[src/rtl/regram_xfer_unit.sv]
// Scratch-storage/transfer engine: flop register file plus synchronous RAM behind a
// single command port, sequenced by one FSM (read, write, clear, block copy).
module regram_xfer_unit #(
  parameter int DATA_W = 8,
  parameter int REG_AW = 4,
  parameter int RAM_AW = 6
) (
  input  logic              clk,
  input  logic              rst,
  input  logic              cmd_valid,
  output logic              cmd_ready,
  input  logic [2:0]        cmd_op,
  input  logic [REG_AW-1:0] reg_addr,
  input  logic [RAM_AW-1:0] ram_addr,
  input  logic [REG_AW-1:0] cmd_len,
  input  logic [DATA_W-1:0] wdata,
  output logic [DATA_W-1:0] rdata,
  output logic              rdata_valid,
  output logic              busy,
  output logic              done
);
  localparam int REG_D = 1 << REG_AW;
  localparam int RAM_D = 1 << RAM_AW;

  localparam logic [2:0] OP_REG_RD  = 3'd0;
  localparam logic [2:0] OP_RAM_RD  = 3'd1;
  localparam logic [2:0] OP_REG_WR  = 3'd2;
  localparam logic [2:0] OP_RAM_WR  = 3'd3;
  localparam logic [2:0] OP_REG_CLR = 3'd4;
  localparam logic [2:0] OP_RAM_CLR = 3'd5;
  localparam logic [2:0] OP_CP_M2R  = 3'd6;
  localparam logic [2:0] OP_CP_R2M  = 3'd7;

  typedef enum logic [2:0] {
    S_IDLE, S_EXEC, S_RAM_RDW, S_CLR, S_CP_RD, S_CP_WR, S_FIN
  } state_t;

  state_t state, state_nxt;

  logic [2:0]        op_q;
  logic [REG_AW-1:0] reg_ptr;
  logic [RAM_AW-1:0] ram_ptr;
  logic [REG_AW-1:0] len_q;
  logic [REG_AW-1:0] cnt;
  logic [DATA_W-1:0] wdata_q;

  logic [DATA_W-1:0] regs [REG_D];
  logic [DATA_W-1:0] ram  [RAM_D];
  logic [DATA_W-1:0] ram_q;

  logic              accept;
  logic              clr_last;
  logic              cp_last;
  logic              reg_we;
  logic              ram_we;
  logic [DATA_W-1:0] reg_wd;
  logic [DATA_W-1:0] ram_wd;

  assign accept   = cmd_valid && cmd_ready;
  assign clr_last = (op_q == OP_REG_CLR) ? (&reg_ptr) : (&ram_ptr);
  assign cp_last  = (cnt == len_q);
  assign busy     = ~cmd_ready;

  always_ff @(posedge clk or posedge rst) begin
    if (rst) state <= S_IDLE;
    else     state <= state_nxt;
  end

  always_comb begin
    state_nxt = state;
    case (state)
      S_IDLE: begin
        if (cmd_valid) begin
          case (cmd_op)
            OP_REG_CLR, OP_RAM_CLR: state_nxt = S_CLR;
            OP_CP_M2R:              state_nxt = S_CP_RD;
            OP_CP_R2M:              state_nxt = S_CP_WR;
            default:                state_nxt = S_EXEC;
          endcase
        end
      end
      S_EXEC:    state_nxt = (op_q == OP_RAM_RD) ? S_RAM_RDW : S_FIN;
      S_RAM_RDW: state_nxt = S_FIN;
      S_CLR:     state_nxt = clr_last ? S_FIN : S_CLR;
      S_CP_RD:   state_nxt = S_CP_WR;
      S_CP_WR: begin
        if (cp_last)                state_nxt = S_FIN;
        else if (op_q == OP_CP_M2R) state_nxt = S_CP_RD;
        else                        state_nxt = S_CP_WR;
      end
      S_FIN:     state_nxt = S_IDLE;
      default:   state_nxt = S_IDLE;
    endcase
  end

  always_comb begin
    cmd_ready   = 1'b0;
    done        = 1'b0;
    rdata_valid = 1'b0;
    reg_we      = 1'b0;
    ram_we      = 1'b0;
    reg_wd      = wdata_q;
    ram_wd      = wdata_q;
    case (state)
      S_IDLE: cmd_ready = 1'b1;
      S_EXEC: begin
        reg_we = (op_q == OP_REG_WR);
        ram_we = (op_q == OP_RAM_WR);
      end
      S_CLR: begin
        reg_we = (op_q == OP_REG_CLR);
        ram_we = (op_q == OP_RAM_CLR);
        reg_wd = '0;
        ram_wd = '0;
      end
      S_CP_WR: begin
        reg_we = (op_q == OP_CP_M2R);
        ram_we = (op_q == OP_CP_R2M);
        reg_wd = ram_q;
        ram_wd = regs[reg_ptr];
      end
      S_FIN: begin
        done        = 1'b1;
        rdata_valid = (op_q == OP_REG_RD) || (op_q == OP_RAM_RD);
      end
      default: ;
    endcase
  end

  // Command fields are captured at acceptance; clears walk both pointers up from zero.
  always_ff @(posedge clk) begin
    if (accept) begin
      op_q    <= cmd_op;
      len_q   <= cmd_len;
      wdata_q <= wdata;
      cnt     <= '0;
      if (cmd_op == OP_REG_CLR || cmd_op == OP_RAM_CLR) begin
        reg_ptr <= '0;
        ram_ptr <= '0;
      end else begin
        reg_ptr <= reg_addr;
        ram_ptr <= ram_addr;
      end
    end else if (state == S_CLR || state == S_CP_WR) begin
      reg_ptr <= reg_ptr + REG_AW'(1);
      ram_ptr <= ram_ptr + RAM_AW'(1);
      cnt     <= cnt + REG_AW'(1);
    end
  end

  always_ff @(posedge clk or posedge rst) begin
    if (rst) begin
      for (int i = 0; i < REG_D; i++) regs[i] <= '0;
    end else if (reg_we) begin
      regs[reg_ptr] <= reg_wd;
    end
  end

  // RAM contents survive reset; the read port is registered (one-cycle latency).
  always_ff @(posedge clk) begin
    if (ram_we) ram[ram_ptr] <= ram_wd;
    ram_q <= ram[ram_ptr];
  end

  always_ff @(posedge clk or posedge rst) begin
    if (rst)                                        rdata <= '0;
    else if (state == S_EXEC && op_q == OP_REG_RD) rdata <= regs[reg_ptr];
    else if (state == S_RAM_RDW)                    rdata <= ram_q;
  end

endmodule

[config.mk]
export PLATFORM = sky130hd
export DESIGN_NAME = regram_xfer_unit
export DESIGN_NICKNAME = d
export VERILOG_FILES = /design/src/rtl/regram_xfer_unit.sv
export SDC_FILE = /design/constraint.sdc
export NUM_CORES = 1
export LEC_CHECK = 0
export ABC_AREA = 1
export CAP_MARGIN = 0
export CORE_MARGIN = 2
export CORE_UTILIZATION = 50
export CTS_CLUSTER_DIAMETER = 40
export DETAILED_ROUTE_END_ITERATION = 16
export MAX_ROUTING_LAYER = met4
export PLACE_DENSITY = 0.76
export SLEW_MARGIN = 10
export SYNTH_ARGS = -nofsm -noshare
export SYNTH_HDL_FRONTEND = slang
export SYNTH_SLANG_ARGS = --single-unit
export TNS_END_PERCENT = 30
[constraint.sdc]
create_clock -name clk -period 4.55 [get_ports clk]
set_input_delay 0.455 -clock clk [delete_from_list [all_inputs] [get_ports clk]]
set_output_delay 0.455 -clock clk [all_outputs]
set_load 0.02 [all_outputs]
==> summary.md, run 1 <==
| Metric | Value |
|---|---|
| Worst Max-Slew Pin Slew | `1.197 ns` |
| Worst-path clk slew | `0.05 ns` |
| Sequential area share after synthesis | `65.78%` |
| Number of routed nets with antenna violations | `0` |
| Netlist cell types | `39` |
| Global-route wire length before repair | `118700 um` |
| Number of buffers inserted by hold repair at cts | `0` |
| Final hold viol count | `0` |
| VDD IR max | `742.8 uV` |
| Number of global-route vias before repair | `about 21000` |
| Clock Skews | `a little over 0.05 ns` |
| Clk_lat worst skew | `0.66 ns` |
| DRT Pass-1 Iters | `6` |
| Vias per Instance | `5.401` |
| Reg-to-reg startpoint | `ram_ptr[0]` |
| Die X | `249.6 um` |
| Reg area | `just under 0.02 sq mm` |
| Crit end category | `flop` |
| PD cells | `~710 mW/mm^2` |
| Critical path's most frequent cell | `nand2_1` |
| Initial core utilization | `between 50% and 60%` |
| Synth area leaders | `edfxtp_1 53%, nand2_1 22%, dfrtp_1 12%, nor2_1 2.4%, o21ai_0 2.2%` |
| CTS HTree Levels | `3` |
| Max Clk Rate | `around 310 MHz` |
| Post_cts resized | `0` |
| Crit path cell chain | `buf_12 -> buf_4 -> nand2_1 -> nand2_1 -> nand2_1 -> nand2_1 -> nand2_1 -> nand2_1 -> nand2_1 -> nand2_1 -> nor2_1 -> nand2_1` |
| Largest area contributor in the netlist | `edfxtp_1` |
| Syn avg cell area | `between 9 and 10 sq um` |
| Worst relative slew slack | `19.60%` |
| TritonCTS Buffers | `93` |
| Unrepaired setup endpoints after global routing | `no` |
| Synthesized Nets | `3248` |
| Crit path max-delay cell type | `buf_4` |
| Die ar. | `0.06232 sq mm` |
| Routed wire length | `75830 um` |
| Final nets | `between 3000 and 4000` |
| Initial DRC count | `2882` |
| Req. time, crit path | `5.13 ns` |
| Pin count of the biggest net entering global routing | `roughly 170` |
| Top cell type's share of synthesized area | `53.45%` |
| Setup bufs post-CTS | `0` |
| Period utilization | `70.03%` |
| # port buffers | `39` |
| Worst setup margin | `1.363 ns` |
| Via count | `22067` |
| Critical path launch point type | `flop` |
| Final setup vio count | `0` |
| # DRC | `0` |
| Detailed placement HPWL | `43810 um` |
| Clk buf depth | `3` |
| Fraction of layout cells with a size suffix above 1 | `7.208%` |
| Ports | `40` |
| Final Max Slew Viols | `0` |
| CP Launch Point | `ram_ptr[0]` |
| Synthesized area | `slightly above 0.03 sq mm` |
| Crit path DAT | `3.77 ns` |
| Worst Setup Path Type | `flop to flop` |
| Bufs and invs on worst path | `2` |
| Min Tclk post-route | `3.187 ns` |
| Core area | `0.06002 sq mm` |
| Fillers | `4866` |
| CTS tree | `built` |
| Synthesis Warnings | `0` |
| Pre-CTS setup slack | `1.493 ns` |
| Placed cell areas | `0.03124 sq mm` |
| MaxCap Viol Count | `0` |
| Total grt overflow | `0` |
| Area growth from synthesis to layout | `14.23%` |
| Post-route design area | `0.03446 sq mm` |
| Die Height | `around 250 um` |
| Clk sinks | `688` |
| P_leak | `14.91 nW` |
| Area of the multi-input gates | `0.009365 sq mm` |
| GP Congestion | `0.9079` |
| Flops & latches, synth | `688` |
| Status | `completed` |
| Critical path's top delay family | `buffers and inverters` |
| Total GRT Usage | `25.23%` |
| Routed length per placed instance | `18.56 um` |
| Root Buffer | `clkbuf_16` |
| Power, Total | `24.48 mW` |
| CP peak stage delay | `0.89 ns` |
| Syn Inst Count | `3214` |
| Initial antenna violation count | `1` |
| Max FO, Critical Path | `171` |
| Fin util | `about 57%` |
| Hold Path Class | `input pin to async pin` |
| Site Rows | `90` |
==> worst paths after layout <==
check | to | depth (start not counted) | slack (ns)
max in group asynchronous | regs[23] | 3 | 3.28
hold / removal | state[2] | 2 | 0.36
hold reg to reg | regs[16] | 2 | 0.48
min in group clk | wdata_q[5] | 1 | 0.37
setup reg to reg | ram_q[1] | 12 | 1.36
setup / recovery | ram_q[1] | 12 | 1.36
==> layout by cell type (no fill, tap or decap), types with 4 or more instances in the layout <==
master | synthesis | layout
o21ai_1 | 65 | 65
inv_2 | 5 | 5
nand2_1 | 1774 | 1772
nor3_1 | 13 | 13
inv_8 | 0 | 4
clkbuf_16 | 0 | 94
nand3_4 | 11 | 11
a21oi_1 | 8 | 8
dfxtp_1 | 12 | 12
bufinv_16 | 0 | 11
edfxtp_1 | 537 | 537
o22ai_1 | 8 | 5
buf_12 | 1 | 4
nand4_1 | 5 | 5
buf_4 | 0 | 32
clkdlybuf4s50_1 | 0 | 39
xnor2_1 | 4 | 4
clkbuf_1 | 96 | 9
clkinvlp_4 | 0 | 12
clkinv_4 | 0 | 11
clkinv_1 | 1 | 4
nand3_1 | 31 | 31
clkinv_2 | 0 | 13
dfrtp_1 | 139 | 139
inv_1 | 80 | 78
ha_1 | 6 | 6
nand2_4 | 9 | 9
o21ai_0 | 133 | 130
inv_6 | 0 | 9
nor2_1 | 195 | 195
==> through the flow <==
step	instances	hold WS [ns]	setup TNS (ns)
after global placement	3912	0.4606	0
after detailed placement	3912	0.4682	0
final	4086	0.3615	0
after floorplan	3214	0.4478	-8.626
after CTS	4084	0.3534	0
after global routing	4086	0.3671	0
==> cells by family after synthesis <==
group,share of synthesized area [%]
simple gates,26.53
compound gates,3.770
fa+ha+maj,0.2488
buf+inv,3.446
xor+xnor,0.2281
flops,65.78
==> registers in the layout, summed over array words and instances, names as in the netlist <==
| register | count |
|---|---|
| cnt | 4 |
| len_q | 4 |
| op_q | 3 |
| ram | 512 |
| ram_ptr | 6 |
| ram_q | 8 |
| rdata | 8 |
| reg_ptr | 4 |
| regs | 128 |
| state | 3 |
| wdata_q | 8 |
==> cell type report <==
cell class / instances / area share, %
antenna: 2 / 0.01452
clock buffer: 106 / 7.044
clock inverter: 66 / 2.291
inverter: 87 / 0.9912
multi-input combinational: 2280 / 27.18
sequential: 688 / 57.58
tap: 782 / 2.839
timing repair buffer: 75 / 2.062
==> power by group <==
part	switching (mW)	total [mW]	internal [mW]	leakage [nW]
registers	0.450	8.66	8.21	6.86
logic	6.21	8.36	2.15	6.50
clock network	2.92	7.46	4.53	1.54
==> Yosys cell counts (all sizes together) <==
| master | n |
|---|---|
| edfxtp | 537 |
| nor3 | 14 |
| a21oi | 8 |
| clkinv | 1 |
| dfxtp | 12 |
| and3 | 1 |
| a32o | 1 |
| nor4 | 1 |
| ha | 6 |
| inv | 86 |
| o22ai | 8 |
| nand4 | 5 |
| or2 | 1 |
| nor2 | 198 |
| o2bb2ai | 1 |
| xor2 | 3 |
| nand2 | 1784 |
| clkbuf | 98 |
| buf | 61 |
| o21a | 2 |
| o21ai | 198 |
| dfrtp | 139 |
| o31ai | 3 |
| nand3 | 42 |
| xnor2 | 4 |
==> routing by layer <==
metal  vias up  global-route usage (%)  wire, um
met3       192                   5.027      7491
li1      10430                       -         -
met1     10296                   34.47     31360
met5         -                       -         0
met2      1149                   37.68     34350
met4         0                   9.208      2635
No activity file was read; power rests on OpenSTA's default activity.
==> run 2: changes to the inputs <==
Settings changed: PLACE_DENSITY 0.76 to 0.74.
Clock period 4.55 ns to 3.2 ns, I/O delays scaled along.
==> run 2 against run 1 <==
Effect of this change:
- sequential share of layout area down 1.2 points
- clock power rose by 49%
- critical path depth down 3
- cell area up 2.2%
- via count rose by 0.18%
- largest power group unchanged
- power increased by 45%
- non-clock buffer count increased by 58
- clock skew down 0.016 ns
- critical endpoint is now ram[31][4]
- sequential cell count unchanged
- combinational power increased by 44%
- die area did not move
- register-to-register slack worse by 0.96 ns
==> summary.md, run 2 (synthesized netlist as in run 1, its figures left out) <==
| Metric | Value |
|---|---|
| CTS HTree Levels | `3 (unchanged)` |
| Number of buffers inserted by hold repair at cts | `0 (unchanged)` |
| # port buffers | `39 (unchanged)` |
| DRT Pass-1 Iters | `6 (unchanged)` |
| Fin util | `58.66% (was 57.42%)` |
| Pin count of the biggest net entering global routing | `147 (was 172)` |
| Min Tclk post-route | `2.797 ns (was 3.187 ns)` |
| Setup bufs post-CTS | `0 (unchanged)` |
| Hold_ws | `0.1214 ns (was 0.3615 ns)` |
| Number of global-route vias before repair | `21235 (was 20880)` |
| Final setup vio count | `0 (unchanged)` |
| CP peak stage delay | `0.53 ns (was 0.89 ns)` |
| R2r worst-path depth | `9 (was 12)` |
| Critical Path Stages | `9 (was 12)` |
| Core area | `0.06002 sq mm (unchanged)` |
| R2R Setup Slk | `0.40 ns (was 1.36 ns)` |
| Regs by FF count | `ram x512, regs x128 (unchanged)` |
| Vias per Instance | `5.324 (was 5.401)` |
| Crit path cell chain | `inv_2 -> nor2_2 -> inv_4 -> nand2_4 -> xor2_2 -> nor2_8 -> buf_4 -> nand2_4 -> nor2_1 (was buf_12 -> buf_4 -> nand2_1 -> nand2_1 -> nand2_1 -> nand2_1 -> nand2_1 -> nand2_1 -> nand2_1 -> nand2_1 -> nor2_1 -> nand2_1)` |
| Final hold viol count | `0 (unchanged)` |
| Root Buffer | `clkbuf_16 (unchanged)` |
| GP Congestion | `0.8827 (was 0.9079)` |
| Clk_lat worst skew | `0.64 ns (was 0.66 ns)` |
| P_leak | `15.34 nW (was 14.91 nW)` |
| Initial DRC count | `2298 (was 2882)` |
| Worst Max-Slew Pin Slew | `1.050 ns (was 1.197 ns)` |
| Number of routed nets with antenna violations | `0 (unchanged)` |
| Die Height | `249.6 um (unchanged)` |
| # DRC | `0 (unchanged)` |
| Clk sinks | `688 (unchanged)` |
| VDD IR max | `677.7 uV (was 742.8 uV)` |
| Crit path max-delay cell type | `dfrtp_1 (was buf_4)` |
| Max Clk Rate | `357.5 MHz (was 313.8 MHz)` |
| Worst Setup Path Type | `flop to flop (unchanged)` |
| Commonest non-fill, non-tap cell in the layout | `nand2_1 (unchanged)` |
| Die X | `249.6 um (unchanged)` |
| Critical path's top delay family | `simple AND/OR/NAND/NOR gates (was buffers and inverters)` |
| Total grt overflow | `0 (unchanged)` |
| TritonCTS Buffers | `99 (was 93)` |
| Ports | `40 (unchanged)` |
| Crit end category | `flop (unchanged)` |
| Initial antenna violation count | `0 (was 1)` |
| Internal power | `21.93 mW (was 14.89 mW)` |
| Area growth from synthesis to layout | `16.70% (was 14.23%)` |
| Max reg flops | `512 (unchanged)` |
| Most frequent cells in the layout | `1772 x nand2_1, 537 x edfxtp_1, 195 x nor2_1 (unchanged)` |
| Critical path launch point type | `flop (unchanged)` |
| Critical path's most frequent cell | `nand2_4 (was nand2_1)` |
| Max FO, Critical Path | `17 (was 171)` |
| Worst relative slew slack | `29.76% (was 19.60%)` |
| CTS tree | `built (unchanged)` |
| Reg power frac | `35.0% (was 35.4%)` |
| Period utilization | `87.41% (was 70.03%)` |
| Routed wire length | `74940 um (was 75830 um)` |
| P_sw | `13.57 mW (was 9.588 mW)` |
| Switching Share | `38.22% (was 39.17%)` |
| Final nets | `3323 (was 3259)` |
| Via count | `22106 (was 22067)` |
| CP Launch Point | `state[0] (was ram_ptr[0])` |
| Die ar. | `0.06232 sq mm (unchanged)` |
| Total GRT Usage | `24.81% (was 25.23%)` |
| Combinational Power Share | `33.8% (was 34.2%)` |
| Reg-to-reg startpoint | `state[0] (was ram_ptr[0])` |
| Unrepaired setup endpoints after global routing | `no (unchanged)` |
| Hold Path Class | `input pin to async pin (unchanged)` |
| Clock Power Share | `31.2% (was 30.5%)` |
| Routed length per placed instance | `18.05 um (was 18.56 um)` |
| Worst-path clk slew | `0.06 ns (was 0.05 ns)` |
| Initial core utilization | `50.26% (unchanged)` |
| Clock Skews | `0.03553 ns (was 0.05175 ns)` |
| PD cells | `1008 mW/mm^2 (was 710.3 mW/mm^2)` |
| Bufs and invs on worst path | `3 (was 2)` |
| Crit path DAT | `3.05 ns (was 3.77 ns)` |
| Crit path capture | `ram[31][4] (was ram_q[1])` |
| Final Max Slew Viols | `0 (unchanged)` |
| Post_cts resized | `0 (unchanged)` |
| Detailed placement HPWL | `44030 um (was 43810 um)` |
| Site Rows | `90 (unchanged)` |
| Most flops, register | `ram (unchanged)` |
| Global-route wire length before repair | `117300 um (was 118700 um)` |
| Fraction of layout cells with a size suffix above 1 | `8.845% (was 7.208%)` |
| Req. time, crit path | `3.46 ns (was 5.13 ns)` |
| MaxCap Viol Count | `0 (unchanged)` |
| Status | `completed (unchanged)` |
| R2R Path End | `ram[31][4] (was ram_q[1])` |
| Clk buf depth | `3 (unchanged)` |
==> run 2: cell count changes in the layout (fill, tap and decap cells not counted), moves of 2 or more <==
cell / before / now
buf_4: 32 / 82
buf_12: 4 / 12
clkbuf_16: 94 / 99
clkinv_1: 4 / 9
clkinv_4: 11 / 6
bufinv_16: 11 / 15
clkinv_8: 1 / 4
clkbuf_1: 9 / 11
inv_16: 2 / 0
inv_8: 4 / 2
==> run 2: worst min-delay path by stage <==
| stage | startpoint | to | depth (start not counted) |
|---|---|---|---|
| after floorplan | cmd_len[0] | len_q[0] | 0 |
| after global placement | regs[96] | regs[96] | 2 |
| after detailed placement | regs[118] | regs[118] | 2 |
| after CTS | rst | rdata[2] | 2 |
| after global routing | rst | state[2] | 2 |
| final | rst | state[2] | 2 |
==> run 2: through the flow <==
stage                     power, mW  instance area, sq um  setup TNS (ns)  std cells  worst slack (ns)
final                         35.50                 35210               0       4152            0.4030
after floorplan               20.18                 30180         -107.18       3214           -0.5651
after global routing          37.39                 35200               0       4151            0.2858
after global placement        24.06                 31780               0       3970            0.5880
after CTS                     35.45                 35200               0       4151            0.4495
after detailed placement      24.26                 31780               0       3970            0.4833
==> run 2: area by class of cell <==
class / count / area, sq um
inverters: 87 / 340.3
repair buffers: 133 / 1246
fillers: 4791 / 24810
clock buffers: 113 / 2560
multi-input cells: 2280 / 9370
diodes: 1 / 2.502
clock inverters: 68 / 864.6
flip-flops and latches: 688 / 19840
well taps: 782 / 978.4
==> run 2: power groups by stage <==
stage          clock network, mW  registers (mW)  logic (mW)
3_3_place_gp                   0            12.5        11.5
4_1_cts                     11.2            12.4        11.9
2_1_floorplan                  0            12.3        7.84
3_5_place_dp                   0            12.5        11.7
5_1_grt                     11.5            12.5        13.3
6_report                    11.1            12.4        12.0
==> run 2: routing by layer <==
layer	up-vias	wire length [um]	global-route usage (%)
met2	992	35060	38.69
met4	0	2809	10.09
met3	185	6199	4.193
met5	-	0	-
li1	10549	-	-
met1	10380	30870	32.50
